File: src/rtl/unit_output_collector_pkg.sv
// Shared definitions for the bcrypt unit output collector: default sizes and
// the collector FSM state encoding.
package unit_output_collector_pkg;

  // Result word MSB; the word is DEF_MSB+1 bits wide.
  localparam int DEF_MSB         = 31;
  // Width of the packet word counter (max packet = 2^DEF_WORDS_NBITS-1 words).
  localparam int DEF_WORDS_NBITS = 4;
  // Output buffer depth in words (power of two, at least 2).
  localparam int DEF_BUF_DEPTH   = 2;

  // Collector FSM states.
  typedef enum logic [1:0] {
    IDLE      = 2'd0,
    WAIT_WORD = 2'd1,
    SHIFT     = 2'd2,
    STORE     = 2'd3
  } state_t;

endpackage

File: src/rtl/unit_output_buf.sv
// Small synchronous FIFO holding completed result words ({last, data}).
// The head entry is kept in an output register so rd_data/rd_valid are
// flop outputs; a word pushed into an empty buffer is visible next cycle.
module unit_output_buf #(
  parameter int DATA_W = 33,
  parameter int DEPTH  = 2
) (
  input  logic              clk,
  input  logic              reset,
  input  logic              push,
  input  logic [DATA_W-1:0] push_data,
  output logic              full,
  output logic              empty,
  output logic [DATA_W-1:0] rd_data,
  output logic              rd_valid,
  input  logic              rd_ready
);

  localparam int PTR_W = $clog2(DEPTH);
  localparam int CNT_W = PTR_W + 1;

  logic [DATA_W-1:0] mem [DEPTH];
  logic [PTR_W-1:0]  wr_ptr;
  logic [PTR_W-1:0]  rd_ptr;
  logic [PTR_W-1:0]  rd_ptr_next;
  logic [CNT_W-1:0]  count;
  logic [CNT_W-1:0]  count_next;
  logic [CNT_W-1:0]  remain;
  logic              do_push;
  logic              do_pop;
  logic [DATA_W-1:0] head_next;

  assign full  = (count == CNT_W'(DEPTH));
  assign empty = (count == CNT_W'(0));

  // Pop/push qualification and the next head word; a push into a buffer that
  // becomes empty after this cycle's pop bypasses straight to the head.
  always_comb begin
    do_pop      = !empty && rd_ready;
    do_push     = push && (!full || do_pop);
    rd_ptr_next = do_pop ? (rd_ptr + PTR_W'(1)) : rd_ptr;
    remain      = count - CNT_W'(do_pop);
    count_next  = remain + CNT_W'(do_push);
    if (remain == CNT_W'(0)) begin
      head_next = push_data;
    end else begin
      head_next = mem[rd_ptr_next];
    end
  end

  // Storage array write; contents are don't-care while count says empty.
  always_ff @(posedge clk) begin
    if (do_push) begin
      mem[wr_ptr] <= push_data;
    end
  end

  // Pointers, occupancy and the registered head/valid outputs.
  always_ff @(posedge clk) begin
    if (reset) begin
      wr_ptr   <= PTR_W'(0);
      rd_ptr   <= PTR_W'(0);
      count    <= CNT_W'(0);
      rd_valid <= 1'b0;
      rd_data  <= DATA_W'(0);
    end else begin
      if (do_push) begin
        wr_ptr <= wr_ptr + PTR_W'(1);
      end
      rd_ptr   <= rd_ptr_next;
      count    <= count_next;
      rd_valid <= (count_next != CNT_W'(0));
      if (count_next != CNT_W'(0)) begin
        rd_data <= head_next;
      end
    end
  end

endmodule

File: src/rtl/unit_output_collector.sv
// Collects a bcrypt unit's serial result: walks output_cnt over the unit's
// Ltmp word, assembles it LSB-first, and hands finished words (tagged with
// last) to a small FIFO feeding the 32-bit valid/ready output stream.
module unit_output_collector
  import unit_output_collector_pkg::*;
#(
  parameter int MSB         = DEF_MSB,
  parameter int WORDS_NBITS = DEF_WORDS_NBITS,
  parameter int BUF_DEPTH   = DEF_BUF_DEPTH
) (
  input  logic                       CLK,
  input  logic                       reset,
  input  logic                       pkt_start,
  input  logic [WORDS_NBITS-1:0]     pkt_nwords,
  output logic                       busy,
  input  logic                       unit_word_valid,
  output logic                       unit_word_done,
  output logic [$clog2(MSB+1)-1:0]   output_cnt,
  input  logic                       unit_out,
  output logic [MSB:0]               dout,
  output logic                       dout_last,
  output logic                       dout_valid,
  input  logic                       dout_ready
);

  localparam int CNT_W = $clog2(MSB + 1);

  state_t                 state;
  state_t                 state_next;
  logic [CNT_W-1:0]       cnt_next;
  logic [MSB:0]           shreg;
  logic [WORDS_NBITS-1:0] words_left;
  logic [WORDS_NBITS-1:0] words_left_next;
  logic                   push;
  logic                   push_ok;
  logic                   buf_full;
  logic                   buf_empty;
  logic [MSB+1:0]         buf_data;

  // A push is legal when there is room, or the head leaves this same cycle.
  assign push_ok = !buf_full || (!buf_empty && dout_ready);

  // Next-state, bit-select and word-counter logic.
  always_comb begin
    state_next      = state;
    cnt_next        = CNT_W'(0);
    words_left_next = words_left;
    push            = 1'b0;
    case (state)
      IDLE: begin
        if (pkt_start && (pkt_nwords != WORDS_NBITS'(0))) begin
          words_left_next = pkt_nwords;
          state_next      = WAIT_WORD;
        end else begin
          state_next      = IDLE;
        end
      end
      WAIT_WORD: begin
        if (unit_word_valid) begin
          state_next = SHIFT;
        end else begin
          state_next = WAIT_WORD;
        end
      end
      SHIFT: begin
        if (output_cnt == CNT_W'(MSB)) begin
          state_next = STORE;
          cnt_next   = CNT_W'(0);
        end else begin
          state_next = SHIFT;
          cnt_next   = output_cnt + CNT_W'(1);
        end
      end
      STORE: begin
        if (push_ok && !reset) begin
          push            = 1'b1;
          words_left_next = words_left - WORDS_NBITS'(1);
          if (words_left == WORDS_NBITS'(1)) begin
            state_next = IDLE;
          end else begin
            state_next = WAIT_WORD;
          end
        end else begin
          state_next = STORE;
        end
      end
      default: begin
        state_next = IDLE;
      end
    endcase
  end

  // The controller may reload Ltmp as soon as the word is in the buffer.
  assign unit_word_done = push;

  // FSM state, bit select, word counter and busy flag.
  always_ff @(posedge CLK) begin
    if (reset) begin
      state      <= IDLE;
      output_cnt <= CNT_W'(0);
      words_left <= WORDS_NBITS'(0);
      busy       <= 1'b0;
    end else begin
      state      <= state_next;
      output_cnt <= cnt_next;
      words_left <= words_left_next;
      busy       <= (state_next != IDLE);
    end
  end

  // Deserializer: the unit's bit for index output_cnt lands in that position.
  always_ff @(posedge CLK) begin
    if (reset) begin
      shreg <= '{default: 1'b0};
    end else if (state == SHIFT) begin
      shreg[output_cnt] <= unit_out;
    end
  end

  unit_output_buf #(
    .DATA_W (MSB + 2),
    .DEPTH  (BUF_DEPTH)
  ) u_buf (
    .clk       (CLK),
    .reset     (reset),
    .push      (push),
    .push_data ({(words_left == WORDS_NBITS'(1)), shreg}),
    .full      (buf_full),
    .empty     (buf_empty),
    .rd_data   (buf_data),
    .rd_valid  (dout_valid),
    .rd_ready  (dout_ready)
  );

  assign dout      = buf_data[MSB:0];
  assign dout_last = buf_data[MSB+1];

endmodule
File: config.mk
export PLATFORM = sky130hd
export DESIGN_NAME = unit_output_collector
export DESIGN_NICKNAME = d
export VERILOG_FILES = /design/src/rtl/unit_output_collector_pkg.sv /design/src/rtl/unit_output_buf.sv /design/src/rtl/unit_output_collector.sv
export SDC_FILE = /design/constraint.sdc
export NUM_CORES = 1
export LEC_CHECK = 0
export ABC_AREA = 0
export CAP_MARGIN = 20
export CORE_MARGIN = 5
export CORE_UTILIZATION = 50
export DETAILED_ROUTE_END_ITERATION = 8
export PLACE_DENSITY_LB_ADDON = 0.2
export SLEW_MARGIN = 15
export SYNTH_ARGS = -nofsm -noshare
export SYNTH_HDL_FRONTEND = slang
export SYNTH_SLANG_ARGS = --single-unit
File: constraint.sdc
create_clock -name CLK -period 4.6 [get_ports CLK]
set_clock_uncertainty 0.1 [all_clocks]
set_input_delay 0.46 -clock CLK [delete_from_list [all_inputs] [get_ports CLK]]
set_output_delay 0.46 -clock CLK [all_outputs]
set_load 0.1 [all_outputs]
### Word level (Yosys, flattened, before mapping)

Memory sizes are Yosys's and may differ from the RTL's.
Index checks and enable logic that the tools add are counted.

* logic and storage cells: 64
* memories kept: 1
* RAM bits: 66
* flip-flop bits (word level): 82

* eq/ne operators: 8
* mux-type cells: 18
* add/sub/neg operators: 6
* bitwise operators: 1
* magnitude comparators: 2
* reductions and logical operators: 18

Memories
* u_buf.mem: words 2, bits a word 33, rd ports 1, clocked after memory_dff 0, wr ports 1, RTL line unit_output_buf.sv:22 `logic [DATA_W-1:0] mem [DEPTH];`

Operator list (number)
* $mux W33: 1
* $bwmux W32: 1
* $mux W1: 9
* $mux W4: 2
* $pmux W2 S4: 1
* $pmux W4 S2: 1
* $eq A2 B2 Y1 const B: 3
* $logic_not A2 Y1: 3
* $lt A5 B6 Y1 const B: 1
* $reduce_bool A2 Y1: 3
* $add A5 B1 Y5 const B: 1
* $demux W1 S5: 1
* $eq A5 B5 Y1 const B: 1
* $ge A5 B1 Y1 const B: 1
* $logic_and A1 B1 Y1: 5
* $eq A4 B1 Y1 const B: 1
* $mux W2: 2
* $ne A2 B2 Y1 const B: 2
* $reduce_bool A4 Y1: 1
* $sub A4 B1 Y4 const B: 1
* $logic_not A1 Y1: 3
* $reduce_and A3 Y1: 1
* $reduce_or A3 Y1: 1
* $add A1 B1 Y1 const B: 2
* other kinds (5): 5

### Longest topological paths before layout

Gate-level depths: netlist of run 1.

* depth after elaboration: 10
* gate-level depth with buffers: 10
* mapped depth without buffers: 8

### Hierarchy

From an unflattened synthesis of run 1, not the netlist that was laid out.

* cell total of the unflattened synthesis: 504
* area, all modules: 5911.9 µm²

By module, submodules not included
* unit_output_buf: sequential area each 2742.6 µm², instances 1, cells an instance 244, area an instance 3831.2 µm²
* unit_output_collector: sequential area each 880.8 µm², instances 1, cells an instance 260, area an instance 2080.7 µm²

### Least setup slack after synthesis of run 1

No wires, ideal clock.

* path type: in2reg
* from: in reset
* to: mem u_buf.mem[0][0] (enable)
* path buffers: 2
* path slack: -0.135 ns
* stages on the path: 3
* data arrival time: 4.129 ns
* cells stage by stage: buf_1 -> clkbuf_1 -> nor4_1

* cells in the longest elaborated chain, start to end: 7

Ends and longest elaborated chain
* start, declared: RTL line unit_output_collector.sv:12 `input logic reset,`
* $logic_not A1 Y1: RTL line unit_output_collector.sv:75 `if (push_ok && !reset) begin`
* $logic_and A1 B1 Y1: RTL line unit_output_collector.sv:75
* $mux W1: RTL line unit_output_collector.sv:75
* $mux W1: RTL line unit_output_collector.sv:49 `case (state)`
* $logic_and A1 B1 Y1: RTL line unit_output_buf.sv:40 `do_push = push && (!full || do_pop);`
* $mux W1: RTL line unit_output_buf.sv:53 `if (do_push) begin`
* $mux W1 (not written as such): RTL line unit_output_buf.sv:54 `mem[wr_ptr] <= push_data;`
* end, declared: RTL line unit_output_buf.sv:22

Every way passes these cells.

### Worst setup path after layout of run 1

* from: reg state[1]
* to: reg u_buf.rd_data[8]

* cells in the longest elaborated chain, start to end: 5

Ends and longest elaborated chain
* start, declared: RTL line unit_output_collector.sv:28 `state_t state;`
* start signal, assigned: RTL line unit_output_collector.sv:104 `state <= state_next;`
* $eq A2 B2 Y1: RTL line unit_output_collector.sv:49
* $mux W1: RTL line unit_output_collector.sv:49
* $logic_and A1 B1 Y1: RTL line unit_output_buf.sv:40
* $add A2 B1 Y2: RTL line unit_output_buf.sv:43 `count_next = remain + CNT_W'(do_push);`
* $reduce_bool A2 Y1: RTL line unit_output_buf.sv:73 `if (count_next != CNT_W'(0)) begin`
* end signal, assigned: RTL line unit_output_buf.sv:74 `rd_data <= head_next;`
* end, declared: RTL line unit_output_buf.sv:14 `output logic [DATA_W-1:0] rd_data,`

Every way passes these cells.
A chain may end at the register's enable or synchronous reset.

==> results.cfg, run 1 <==
[timing]
setup_violations = 0
hold_violations = 0
maxSlewViolCount = 0
max_freq_ghz = 0.2780
rsz0062_at_grt = no
fin_crit_ns = 3.597
worstMarginPinSlew_ns = 0.9808
maxSlewHeadroom = 0.3441
tns_ns = 0
hold_ws_ns = 0.3783
min_period_over_period = 0.7819

[synth]
synthArstFlopShare = 0
avgSynthCellArea_um2 = 11.51
ys_seq_area_frac = 0.5820
synthTopCellsByArea = edfxtp_1 (32%), dfxtp_1 (26%), o221ai_2 (7.2%)
synth-edff-count = 66
synth_top_area_cell = edfxtp_1
synth_top_area_frac = 0.3183
syn_nets = 560
synth_ff_type = dfxtp_1
netlist_area_mm2 = 0.006226
postSynthCellCount = 541
ys_types = 48
ys_warn_count = 0
synth_seq_cells = 148

[critical_path]
crit_path_end_kind = register
r2r_start = state[1]
crit_path_max_fanout = 18
r2r_slack_ns = 1.00
r2r-end = u_buf.rd_data[8]
crit_required_ns = 4.83
crit_path_start = state[1]
arrival_ns = 3.83
cp-start-kind = register
crit_slowest_cell = or3_2
critPathKind = reg2reg
slowest_delay_ns = 0.73
reg2reg_depth = 8
crit_chain = nand2_1, nor3_1, ha_1, xnor3_1, nor2b_4, or3_2, buf_16, o221ai_1
endpoint = u_buf.rd_data[8]

[power]
powerDensity_mw_per_mm2 = 680.3
ir_worst_vdd_mv = 1.283
leakagePower_nw = 2.676

[clock_network]
cts-hold-fix-buffers = 0
insertion_delay_ns = 0.42
htreeDepth = 4
post-cts-setup-buffer-count = 0
cts_inserted_buffers = 17
clk_path_buf_depth = 2
cts.sinks = 148
clk_pin_slew_ns = 0.06
ctsResizeCount = 0
cts_tree = done
cts_root_buf = clkbuf_16

[die]
die_y_um = 121.6
num_io_pins = 51
core_area_mm2 = 0.01211
die_w_um = 121.6
die-area_mm2 = 0.01478
start_util = 0.5140
rows = 40

[detailed_routing]
drtIter0Drc = 283
vias = 4311
dr.pass1.iters = 4
routed_wl_mm = 13.12
route.antenna.remaining_nets = 0
wire_per_inst_um = 17.31
drc = 0
via_per_inst = 5.687

[place]
io_buffer_count = 50
gp_congestion = 0.7603
hpwl_mm = 7.815

[global_route]
first_global_vias = 4206
grt_use_total = 0.1857
grt-ovfl-total = 0
antenna_found_initial = 0
grt_max_degree = 67
grt_pass1_wl_mm = 21.53

[cells_and_area]
num-nets-final = 596
area_growth_pct = 19.63
drive_gt1_frac = 0.1356
diodes = 0
nFillCells = 991

[outcome]
outcome = completed

[worst_hold_path]
hold_path.class = reg2reg

[job]
drv_cap = 0
cell usage after synthesis (all sizes together) (3+ instances only):
cell type / count
clkbuf: 29
nor3: 6
a21oi: 31
and3b: 4
xnor2: 3
ha: 9
mux2i: 37
nand3: 14
nand3b: 8
and2: 4
edfxtp: 66
dfxtp: 82
inv: 7
nand2: 82
buf: 13
o221ai: 33
nand4: 33
nor2: 29
nor3b: 5
o21ai: 19
power breakdown:
group	switching [mW]	leakage [nW]	internal, mW
clock	0.511	0.300	0.887
combinational	1.59	1.10	0.531
sequential	0.0734	1.27	1.47
per-stage QoR:
stage               setup slack, ns  power (mW)  std cells  area, µm²    util
floorplan                     1.084       3.239        541       6232       -
global placement             0.9619       3.669        723       6788  0.5604
detailed placement           0.7473       3.687        725       6819  0.5630
CTS                          0.9336       5.080        757       7421  0.6127
global route                 0.7307       5.282        758       7448  0.6150
finish                        1.003       5.067        758       7448  0.6150
state kept, by name, summed over array words and instances, names as in the netlist:
name / cells
output_cnt: 5
u_buf.count: 2
u_buf.wr_ptr: 1
state: 2
busy: 1
u_buf.mem: 66
u_buf.rd_ptr: 1
u_buf.rd_data: 33
shreg: 32
words_left: 4
u_buf.rd_valid: 1
cell type report:
class / instances / area [µm²] / share of cell area
well taps: 168 / 210.2 / 0.02822
flip-flops and latches: 148 / 3623 / 0.4865
inverters: 7 / 26.28 / 0.003528
clock inverters: 11 / 131.4 / 0.01764
clock buffers: 21 / 470.5 / 0.06316
repair buffers: 59 / 601.8 / 0.08080
multi-input cells: 344 / 2385 / 0.3202
cells by family (layout without fill, tap and decap cells):
group | Yosys count | in the layout | synth area share
and+or+nand+nor | 198 | 198 | 0.1564
DFF | 148 | 148 | 0.5820
AOI/OAI and AO/OA | 93 | 93 | 0.1304
buffers and inverters | 49 | 98 | 0.03999
muxes | 38 | 38 | 0.06129
adders and majority gates | 9 | 9 | 0.01809
xor gates and xnor gates | 6 | 6 | 0.01186
layer usage:
layer | up-vias | global-route usage | part of all wire
met1 | 2124 | 0.2444 | 0.47
met3 | 14 | 0.04875 | 0.043
li1 | 2078 | - | -
met2 | 95 | 0.2978 | 0.47
met4 | 0 | 0.06583 | 0.012
met5 | - | 0 | 0
cell usage in the layout (no fill, tap or decap), types with 7 or more instances in the layout:
| cell | Yosys | final |
|---|---|---|
| edfxtp_1 | 66 | 66 |
| nand3b_1 | 8 | 8 |
| clkbuf_16 | 0 | 17 |
| nand2_1 | 82 | 82 |
| mux2i_1 | 37 | 37 |
| a21oi_1 | 31 | 31 |
| nand4_1 | 33 | 33 |
| dfxtp_1 | 82 | 82 |
| clkdlybuf4s50_1 | 0 | 49 |
| nand3_1 | 14 | 14 |
| o21ai_0 | 19 | 19 |
| buf_4 | 0 | 7 |
| ha_1 | 9 | 9 |
| o221ai_2 | 30 | 30 |
| nor2_1 | 29 | 28 |
worst min-delay path by stage:
stage,start,end,slack [ns],cells after the start
after floorplan,shreg[12],u_buf.mem[0][12],0.34,0
after global placement,shreg[5],u_buf.mem[0][5],0.36,0
after detailed placement,shreg[23],u_buf.mem[0][23],0.36,0
after CTS,shreg[23],u_buf.mem[0][23],0.38,0
after global routing,shreg[23],u_buf.mem[1][23],0.39,0
final,shreg[23],u_buf.mem[0][23],0.38,0
worst max-delay path: cells and delay by family, from the launching register on:
| kind | cells | cell delay, ns |
|---|---|---|
| adders and majority gates | 1 | 0.28 |
| DFF | 1 | 0.57 |
| AOI/OAI and AO/OA | 1 | 0.20 |
| and+or+nand+nor | 4 | 1.80 |
| buffers and inverters | 1 | 0.29 |
| xor gates and xnor gates | 1 | 0.26 |
No activity file was read; power rests on OpenSTA's default activity.
==> inputs of run 2 (changes only) <==
==> constraint.sdc (replaced) <==
create_clock -name CLK -period 2.9 [get_ports CLK]
set_clock_uncertainty 0.1 [all_clocks]
set_input_delay 0.29 -clock CLK [delete_from_list [all_inputs] [get_ports CLK]]
set_output_delay 0.29 -clock CLK [all_outputs]
set_load 0.1 [all_outputs]
==> results.cfg, run 2 (synthesis gave the netlist of run 1 again) <==
[outcome]
outcome = completed

[timing]
tns_ns = 0
worstMarginPinSlew_ns = 0.9335
setup_ws_ns = 0.3477
min_period_over_period = 0.8801
max_freq_ghz = 0.3918
maxSlewViolCount = 0
setup_violations = 0
rsz0062_at_grt = no
maxSlewHeadroom = 0.3763
hold_ws_ns = 0.3809
hold_violations = 0
fin_crit_ns = 2.552

[critical_path]
cp-start-kind = register
critPathKind = reg2reg
arrival_ns = 2.79
crit_path_max_fanout = 33
crit_path_end_kind = register
crit_required_ns = 3.14

[die]
die-area_mm2 = 0.01478
die_y_um = 121.6
start_util = 0.5140
rows = 40
num_io_pins = 51
core_area_mm2 = 0.01211
die_w_um = 121.6

[clock_network]
ctsResizeCount = 0
clk_pin_slew_ns = 0.06
cts.sinks = 148
cts_inserted_buffers = 17
insertion_delay_ns = 0.42
htreeDepth = 4
cts_root_buf = clkbuf_16
cts_tree = done
post-cts-setup-buffer-count = 0
cts-hold-fix-buffers = 0
clk_path_buf_depth = 2

[cells_and_area]
nFillCells = 1030
drive_gt1_frac = 0.2087
top_register = u_buf.mem
stdcell_count = 767
area_growth_pct = 19.47
diodes = 0
layout_common_cells = nand2_1 (82), dfxtp_1 (82), edfxtp_1 (66)
num-nets-final = 605
largest_reg_flops = 66
finalCoreUtilization = 0.6142
reg_top3 = u_buf.mem (66), u_buf.rd_data (33), shreg (32)

[global_route]
first_global_vias = 4257
grt_pass1_wl_mm = 21.88
grt_max_degree = 67
antenna_found_initial = 0
grt-ovfl-total = 0
grt_use_total = 0.1896

[worst_hold_path]
hold_path.class = reg2reg

[job]
drv_cap = 0

[detailed_routing]
via_per_inst = 5.714
dr.pass1.iters = 5
routed_wl_mm = 13.33
drc = 0
wire_per_inst_um = 17.37
drtIter0Drc = 338
vias = 4383
route.antenna.remaining_nets = 0

[place]
io_buffer_count = 50
dp_cells = 735
hpwl_mm = 7.993
place_ws_ns = 0.005109
gp_congestion = 0.7925

[power]
ir_worst_vdd_mv = 2.087
powerDensity_mw_per_mm2 = 1091
leakagePower_nw = 2.795
## run 2: cell types whose count changed in the layout (fill, tap and decap cells not counted), sizes merged
cell and change:
clkinvlp +1, buf +49, clkbuf -1, clkdlybuf4s50 -40, bufinv +1, clkinv -1
## run 2: worst paths after layout
kind / to / slack, ns / startpoint / cells past startpoint
setup / recovery: u_buf.rd_data[12] / 0.35 / u_buf.count[1] / 9
hold / removal: u_buf.mem[0][23] / 0.38 / shreg[23] / 0
setup reg to reg: u_buf.rd_data[12] / 0.35 / u_buf.count[1] / 9
hold reg to reg: u_buf.mem[0][23] / 0.38 / shreg[23] / 0
## run 2: report_power, final
part	switching (mW)	internal, mW
Combinational	2.54	0.903
Sequential	0.111	2.34
Clock	0.801	1.42
Total	3.45	4.66
## run 2: layout make-up
cell class                      count  area, µm²  area share
Inverter                            7      26.28    0.003532
Tap cell                          168      210.2     0.02826
Multi-Input combinational cell    344       2385      0.3206
Sequential cell                   148       3623      0.4871
Clock buffer                       20      436.7     0.05870
Timing Repair Buffer               68      595.6     0.08007
Clock inverter                     12      161.4     0.02170
## run 2: per-stage QoR
stage               instance area [µm²]  total power [mW]
floorplan                          6232             5.138
global placement                   6840             5.911
detailed placement                 6840             5.943
CTS                                7438             8.190
global route                       7438             8.464
finish                             7438             8.114
## run 2: critical path, stage by stage (launching register included)
cell	delay, ns
dfxtp_1	0.35
o21a_1	0.21
ha_1	0.27
inv_1	0.09
ha_1	0.15
xnor3_1	0.25
nor2b_4	0.14
or3_2	0.44
buf_12	0.22
o221ai_2	0.22
## run 2: per-layer routing
layer | vias up | part of all wire | track usage
met4 | 0 | 0.016 | 0.07773
met5 | - | 0 | 0
li1 | 2094 | - | -
met3 | 20 | 0.064 | 0.05385
met1 | 2130 | 0.45 | 0.2488
met2 | 139 | 0.47 | 0.2967
==> inputs of run 3 (changes only) <==
--- a/config.mk
+++ b/config.mk
@@ -10,6 +10,7 @@
 export CORE_MARGIN = 5
 export CORE_UTILIZATION = 50
 export DETAILED_ROUTE_END_ITERATION = 8
+export MAX_ROUTING_LAYER = met4
 export PLACE_DENSITY_LB_ADDON = 0.2
 export SLEW_MARGIN = 15
 export SYNTH_ARGS = -nofsm -noshare
==> results.cfg, run 3 (synthesis gave the netlist of run 1 again) <==
[critical_path]
cpMostUsedCell = ha_1
critPathBufInv = 2
crit_path_end_kind = register
critPathKind = reg2reg
crit_path_max_fanout = 33
slowest_delay_ns = 0.44
crit_slowest_cell = or3_2
crit_required_ns = 3.14
cp-start-kind = register
crit_family = simple AND/OR/NAND/NOR gates
crit_chain = o21a_1, ha_1, inv_1, ha_1, xnor3_1, nor2b_4, or3_2, buf_12, o221ai_2
arrival_ns = 2.79

[clock_network]
insertion_delay_ns = 0.42
cts_root_buf = clkbuf_16
post-cts-setup-buffer-count = 0
cts_inserted_buffers = 17
cts-hold-fix-buffers = 0
htreeDepth = 4
cts_tree = done
ctsResizeCount = 0
clk_path_buf_depth = 2
clk_pin_slew_ns = 0.06
cts.sinks = 148

[power]
total_power_mw = 8.115
powerDensity_mw_per_mm2 = 1091
leakagePower_nw = 2.795
ir_worst_vdd_mv = 2.080

[place]
io_buffer_count = 50
gp_congestion = 0.8037
hpwl_mm = 7.993

[cells_and_area]
layout_common_cells = nand2_1 (82), dfxtp_1 (82), edfxtp_1 (66)
nFillCells = 1030
num-nets-final = 605
finalCoreUtilization = 0.6142
drive_gt1_frac = 0.2087
largest_reg_flops = 66
reg_top3 = u_buf.mem (66), u_buf.rd_data (33), shreg (32)
diodes = 0
area_growth_pct = 19.47
top_register = u_buf.mem

[die]
num_io_pins = 51
die_y_um = 121.6
die-area_mm2 = 0.01478
core_area_mm2 = 0.01211
start_util = 0.5140
rows = 40
die_w_um = 121.6

[timing]
rsz0062_at_grt = no
hold_violations = 0
maxSlewHeadroom = 0.3565
setup_violations = 0
worstMarginPinSlew_ns = 0.9631
min_period_over_period = 0.8814
fin_crit_ns = 2.556
max_freq_ghz = 0.3912
maxSlewViolCount = 0

[detailed_routing]
drtIter0Drc = 292
route.antenna.remaining_nets = 0
dr.pass1.iters = 4
via_per_inst = 5.656
drc = 0
vias = 4338
wire_per_inst_um = 17.44
routed_wl_mm = 13.38

[global_route]
first_global_vias = 4251
grt_max_degree = 67
grt_use_total = 0.1950
grt_pass1_wl_mm = 21.89
antenna_found_initial = 0
grt-ovfl-total = 0

[worst_hold_path]
hold_path.class = reg2reg

[outcome]
outcome = completed

[job]
drv_cap = 0
run 3: through the flow:
stage          hold slack [ns]  setup TNS [ns]  instance area [µm²]  instances  worst slack (ns)
6_report                0.3811               0                 7438        767            0.3439
5_1_grt                 0.3959               0                 7438        767            0.1796
4_1_cts                 0.3788               0                 7438        767            0.3327
3_5_place_dp            0.3648               0                 6840        735          0.005109
3_3_place_gp            0.3562               0                 6840        735            0.1064
2_1_floorplan           0.3375          -9.436                 6232        541           -0.2776
run 3: layout make-up:
| cell class | count | area [µm²] | area share |
|---|---|---|---|
| repair buffers | 68 | 595.6 | 0.08007 |
| flip-flops and latches | 148 | 3623 | 0.4871 |
| multi-input cells | 344 | 2385 | 0.3206 |
| well taps | 168 | 210.2 | 0.02826 |
| clock buffers | 20 | 436.7 | 0.05870 |
| clock inverters | 12 | 161.4 | 0.02170 |
| inverters | 7 | 26.28 | 0.003532 |
run 3: per-layer routing:
metal	track usage	up-vias	share of wire
met5	-	-	0
met4	0.07773	0	0.015
met3	0.05246	16	0.053
met2	0.2974	116	0.48
met1	0.2485	2113	0.45
li1	-	2093	-
run 3: path summary, 6_finish.rpt:
kind / start / endpoint / slack [ns] / cells past startpoint
max: u_buf.count[1] / u_buf.rd_data[12] / 0.34 / 9
min: shreg[25] / u_buf.mem[0][25] / 0.38 / 0
max reg2reg: u_buf.count[1] / u_buf.rd_data[12] / 0.34 / 9
min reg2reg: shreg[25] / u_buf.mem[0][25] / 0.38 / 0
run 3: report_power, final:
part	total [mW]	switching [mW]	internal, mW
Combinational	3.44	2.54	0.903
Clock	2.23	0.806	1.42
Sequential	2.45	0.112	2.34
Total	8.12	3.45	4.66
